==> src/rtl/renorm_emitter.sv <==
// renorm_emitter: arithmetic-coder renormalisation with pending (E3) bit
// tracking, serial code-bit emission and end-of-stream flush.
module renorm_emitter #(
    parameter int PEND_W = 16
) (
    input  logic        clk,
    input  logic        rst,
    input  logic        in_valid,
    output logic        in_ready,
    input  logic [15:0] in_lower,
    input  logic [15:0] in_upper,
    input  logic        in_last,
    output logic        bit_valid,
    input  logic        bit_ready,
    output logic        bit_data,
    output logic        bit_last,
    output logic        out_valid,
    input  logic        out_ready,
    output logic [15:0] out_lower,
    output logic [15:0] out_upper,
    output logic [31:0] bit_count,
    output logic        pend_ovf
);
    typedef enum logic [2:0] {IDLE, CHECK, EMIT, FLUSH, OUT} state_t;
    state_t state, state_nx;
    logic [15:0] l, u;
    logic [PEND_W-1:0] pending;
    logic [31:0] count;
    logic f, b, first, flush, ovf;
    logic same, e3, pend_max, done;

    assign same = u[15] == l[15];
    assign e3 = l[14] & ~u[14];
    assign pend_max = &pending;
    // true when a handshake on the current bit ends the emission run
    assign done = first ? (pending == '0) : (pending == PEND_W'(1));
    assign out_lower = l;
    assign out_upper = u;
    assign bit_count = count;
    assign pend_ovf = ovf;

    always_ff @(posedge clk) begin
        if (rst) state <= IDLE;
        else state <= state_nx;
    end

    always_comb begin
        state_nx = state;
        in_ready = 1'b0;
        bit_valid = 1'b0;
        bit_data = 1'b0;
        bit_last = 1'b0;
        out_valid = 1'b0;
        case (state)
            IDLE: begin
                in_ready = 1'b1;
                if (in_valid) state_nx = CHECK;
            end
            CHECK: state_nx = same ? EMIT : e3 ? CHECK : f ? FLUSH : OUT;
            EMIT: begin
                bit_valid = 1'b1;
                bit_data = first ? b : ~b;
                bit_last = flush & done;
                if (bit_ready && done) state_nx = flush ? IDLE : CHECK;
            end
            FLUSH: state_nx = EMIT;
            OUT: begin
                out_valid = 1'b1;
                if (out_ready) state_nx = IDLE;
            end
            default: state_nx = IDLE;
        endcase
    end

    always_ff @(posedge clk) begin
        if (rst) begin
            l <= '0;
            u <= '0;
            pending <= '0;
            count <= '0;
            f <= 1'b0;
            b <= 1'b0;
            first <= 1'b0;
            flush <= 1'b0;
            ovf <= 1'b0;
        end else begin
            if (bit_valid && bit_ready) count <= count + 32'd1;
            case (state)
                IDLE: if (in_valid) begin
                    l <= in_lower;
                    u <= in_upper;
                    f <= in_last;
                end
                CHECK: if (same) begin
                    b <= u[15];
                    first <= 1'b1;
                end else if (e3) begin
                    if (pend_max) ovf <= 1'b1;
                    else pending <= pending + 1'b1;
                    l <= {1'b0, l[13:0], 1'b0};
                    u <= {1'b1, u[13:0], 1'b1};
                end
                EMIT: if (bit_ready) begin
                    if (first) first <= 1'b0;
                    else pending <= pending - 1'b1;
                    if (done && flush) begin
                        pending <= '0;
                        f <= 1'b0;
                        flush <= 1'b0;
                    end else if (done) begin
                        l <= {l[14:0], 1'b0};
                        u <= {u[14:0], 1'b1};
                    end
                end
                FLUSH: begin
                    if (pend_max) ovf <= 1'b1;
                    else pending <= pending + 1'b1;
                    b <= l[14];
                    first <= 1'b1;
                    flush <= 1'b1;
                end
                default: ;
            endcase
        end
    end
endmodule
==> config.mk <==
export PLATFORM = sky130hd
export DESIGN_NAME = renorm_emitter
export DESIGN_NICKNAME = d
export VERILOG_FILES = /design/src/rtl/renorm_emitter.sv
export SDC_FILE = /design/constraint.sdc
export NUM_CORES = 1
export LEC_CHECK = 0
export CORE_MARGIN = 1.5
export CORE_UTILIZATION = 30
export DETAILED_ROUTE_END_ITERATION = 12
export PLACE_DENSITY = 0.61
export SLEW_MARGIN = 20
export SYNTH_ARGS = -nofsm -noshare
export SYNTH_HDL_FRONTEND = slang
export SYNTH_SLANG_ARGS = --single-unit
==> constraint.sdc <==
create_clock -name clk -period 4.6 [get_ports clk]
set_input_delay 1.38 -clock clk [delete_from_list [all_inputs] [get_ports clk]]
set_output_delay 1.38 -clock clk [all_outputs]
set_load 0.05 [all_outputs]
* After elaboration in Yosys (flattened, before gate mapping)
Index checks and enable logic that the tools add are counted.
** Word-level totals
- Bits in registers :: 88
- Bits in latches :: 0
- RAM bits :: 0
- Bits in read-only memories :: 0
- Bits of input ports :: 38
- Output and inout bits :: 70
- Logic and storage cells :: 103
- Memories kept :: 0
** Operators by class
- $add $sub $neg :: 3
- $mul :: 0
- Div/mod/pow operators :: 0
- $lt $le $gt $ge :: 0
- Equal/unequal tests :: 17
- Shifts and indexed selects :: 0
- Muxes and demuxes :: 50
- Bitwise operators :: 4
- Reduce and logical (&&, ||, !) cells :: 19
** Operators with widths (number)
- $mux 16 :: 18
- $pmux 16 s3 :: 3
- $add 32x1->32 const B :: 1
- $ne 2x2->1 const B :: 10
- $mux 3 :: 6
- $mux 1 :: 17
- $add 16x1->16 const B :: 1
- $eq 16x1->1 const B :: 1
- $logic_not 16->1 :: 1
- $reduce_and 16->1 :: 1
- $sub 16x1->16 const B :: 1
- $pmux 3 s5 :: 1
- $reduce_and 3->1 :: 4
- $pmux 1 s2 :: 4
- $reduce_and 7->1 :: 1
- $eq 3x2->1 const B :: 2
- $reduce_bool 2->1 :: 3
- $reduce_bool 3->1 :: 2
- $reduce_and 5->1 :: 1
- $reduce_and 4->1 :: 1
- $eq 3x1->1 const B :: 1
- $eq 3x3->1 const B :: 1
- $logic_and 1x1->1 :: 3
- $logic_not 3->1 :: 1
- other kinds (6) :: 8

* Depth between registers and ports, before layout
- Word-level depth :: 6
- Mapped depth :: 9
- Gate-level depth less buffers :: 8

* Least setup slack after synthesis
No wires, ideal clock.
- Path type :: reg-to-output
- Start :: register pending[12]
- End :: output port bit_last
- Data arrival time :: 2464 ps
- Data required time :: 3220 ps
- Setup slack :: 756 ps
- Cell stages (with the launch flop) :: 5
- Path buffers :: 1
- Cell sequence :: dfxtp_1 -> buf_2 -> or3_4 -> or4b_4 -> nor3_1
** Between the ends
- Longest elaborated chain between the ends :: 4
** RTL lines
- start: declaration :: RTL line 27 : logic [PEND_W-1:0] pending;
- start signal: assignment :: RTL line 99 : else pending <= pending + 1'b1;
- start signal: assignment :: RTL line 105 : else pending <= pending - 1'b1;
- start signal: assignment :: RTL line 117 : else pending <= pending + 1'b1;
- $eq 16x1->1 or $logic_not 16->1 (tied branches) :: RTL line 36 : assign done = first ? (pending == '0) : (pending == PEND_W'(1));
- $mux 1 (*) :: RTL line 36
- $and 1x1->1 (*) :: RTL line 63 : bit_last = flush & done;
- $mux 1 (*) :: RTL line 54 : case (state)
- end: declaration :: RTL line 16 : output logic bit_last,
Mark *: on every way between the ends. The rest lies on a longest branch, timed or not.

* Worst setup path after layout
- Start :: register pending[0]
- End :: output port bit_last
Same word-level chain as after synthesis.

==> impl_metrics.json <==
{
  "yosys.area.top_type": "dfxtp_1",
  "synth_most_common_cell": "nor2_1",
  "die_x_um": 130,
  "port_buffers": 107,
  "grt_remaining_overflow": 0,
  "routed_wl_mm": 12.7,
  "p_leak_nw": 2.19,
  "synth_cell_types": 57,
  "synth-edff-count": 0,
  "syn_to_final_growth_pct": 32.2,
  "swShare_pct": 42.1,
  "async_flop_share_pct": 0,
  "path_clk_slew_ps": 70,
  "synth_top_area_share_pct": 36.6,
  "p_comb_share_pct": 44.5,
  "avgSynthCellArea_um2": 8.39,
  "gp_congestion": 0.884,
  "dp_cells": 864,
  "status": "finished clean",
  "synth_area_leaders": "dfxtp_1, nor2_1, a211oi_2",
  "rsz0062_at_grt": "no",
  "finalNetCount": 702,
  "rows": 46,
  "min_period_ps": 4270,
  "drtAntennaViolNets": 0,
  "clockBufferDepth": 2,
  "fin_skew_ps": 12.2,
  "worst_ep_arrival_time_ps": 2890,
  "post_cts_buffers": 0,
  "synth_seq_area_share_pct": 36.6,
  "hpwl_mm": 8.63,
  "cts_root_buf": "clkbuf_16",
  "grt_max_degree": 70,
  "netlist_instances": 573,
  "die_area_um2": 16800,
  "required_ps": 3220,
  "ir_drop_uv": 193,
  "core_area_um2": 15800,
  "critical_path_class": "register to output pin",
  "io_pins": 108,
  "syn_area_um2": 4810,
  "synthFlopType": "dfxtp_1",
  "avgRoutedWirePerCell_um": 14.5,
  "n_antenna_cell": 0,
  "htree_levels": 3,
  "grt_antenna_before_repair": 0,
  "dr.pass1.iters": 5,
  "tightest_slew_ps": 1080,
  "finalCritPeriodShare_pct": 92.8,
  "die_y_um": 130,
  "start_util_pct": 30.5,
  "reg2reg_slack_ps": 1700,
  "nFillCells": 1600,
  "dr.first_iter.drc_count": 268,
  "fin_util_pct": 40.3,
  "remaining_drc_errors": 0,
  "crit_start": "pending[0]",
  "numCtsBuffers": 9,
  "timing.rr.start": "pending[0]",
  "min_from": "pend_ovf",
  "avgViaCountPerCell": 5.08,
  "cts_tree": "done",
  "layout-drive-gt1-share_pct": 10.1,
  "total_power_mw": 3.24,
  "cp_max_fo": 7,
  "crit_path_end_kind": "output pin",
  "internal-power_mw": 1.88,
  "via_count": 4467,
  "fin_setup_tns_ps": 0,
  "synthTopCellsByCount": "nor2_1, dfxtp_1, nand2_1",
  "syn_nets": 616,
  "p_switching_mw": 1.37,
  "yosys_warnings": 0,
  "max_freq_mhz": 234,
  "grt_pass1_vias": 4277,
  "min_path_type": "register to register",
  "clkPwrFrac_pct": 25.1,
  "powerDensity_nw_per_um2": 510,
  "grt_usage_pct": 15.7,
  "relSlewSlack_pct": 27.8,
  "clk_latency_ps": 350,
  "p_seq_share_pct": 30.4,
  "cts-resized-gates": 0,
  "fin_cells": 880,
  "hold_buffers": 0,
  "hold_viol_final": 0,
  "slew_viol_final": 0,
  "setup_viol": 0,
  "numClockSinks": 88,
  "cap_violations": 0,
  "grt_first_pass_wirelength_mm": 21.3,
  "ys_ff_latch": 88,
  "startpoint_type": "register"
}
[state kept, by name, summed over array words and instances (netlist names)]
signal and cells:
bit_count 32, out_lower 16, out_upper 16, pending 16, state 3, b 1
f 1, first 1, flush 1, pend_ovf 1
[layout make-up]
type / count / area, um2 / share of cell area (%)
Clock inverter: 7 / 104 / 1.63
Multi-Input combinational cell: 434 / 2830 / 44.5
Sequential cell: 88 / 1760 / 27.7
Clock buffer: 9 / 225 / 3.54
Tap cell: 216 / 270 / 4.25
Inverter: 12 / 45.0 / 0.709
Timing Repair Buffer: 114 / 1120 / 17.6
[routing by layer]
layer / vias to the layer above / global-route usage [%] / share of wire (%) / wire length (um)
li1: 2228 / - / - / -
met1: 2085 / 20.6 / 47 / 6000
met2: 138 / 25.1 / 46 / 5860
met3: 16 / 3.67 / 5.2 / 662
met4: 0 / 6.08 / 1.6 / 204
met5: - / 0 / 0 / 0
[power groups by stage]
stage	Sequential [mW]	Clock, mW	Combinational (mW)
after global placement	0.997	0	1.43
after CTS	0.989	0.839	1.45
after detailed placement	1.01	0	1.44
after floorplan	1.31	0	0.760
after global routing	1.01	0.873	1.54
final	0.986	0.814	1.44
[final timing paths]
path | cells past startpoint | endpoint
setup / recovery | 6 | bit_last
hold / removal | 2 | pend_ovf
setup reg to reg | 8 | pending[8]
hold reg to reg | 2 | pend_ovf
[worst max-delay path, cell delays in order (launching register included)]
cell             delay [ps]
dfxtp_1                 380
inv_1                   190
ha_1                    180
mux2i_1                  90
or4b_4                  570
nor3_1                  250
clkdlybuf4s50_1         880
[metrics by stage]
step / hold WS (ps) / instance area, um2 / setup WS (ps)
after floorplan: 488 / 4810 / 756
after global placement: 468 / 6030 / 768
after detailed placement: 472 / 6030 / 724
after CTS: 488 / 6360 / 310
after global routing: 525 / 6360 / 143
final: 483 / 6360 / 331
[kinds of logic after synthesis]
kind of cell | count (synthesis) | share of synthesized area [%]
xor+xnor | 38 | 6.92
simple gates | 241 | 24.6
mux | 31 | 6.46
compound gates | 119 | 19.3
fa+ha+maj | 5 | 1.30
buf+inv | 51 | 4.76
flops | 88 | 36.6
[cells in the final DEF (no fill, tap or decap), types with 6 or more instances in the layout]
cell type	instances
nand3_1	19
o21ai_0	21
inv_1	11
o22ai_1	7
mux2i_1	31
a21oi_1	29
nand4_1	17
a211oi_2	28
or3_1	6
nor4_1	6
dfxtp_1	88
a211oi_1	6
xnor2_1	10
nor3_1	21
clkdlybuf4s50_1	106
nand2_1	36
clkbuf_16	9
xor2_1	28
buf_4	8
and3_1	6
nor2_1	100
Power figures use the tool's default switching activity.
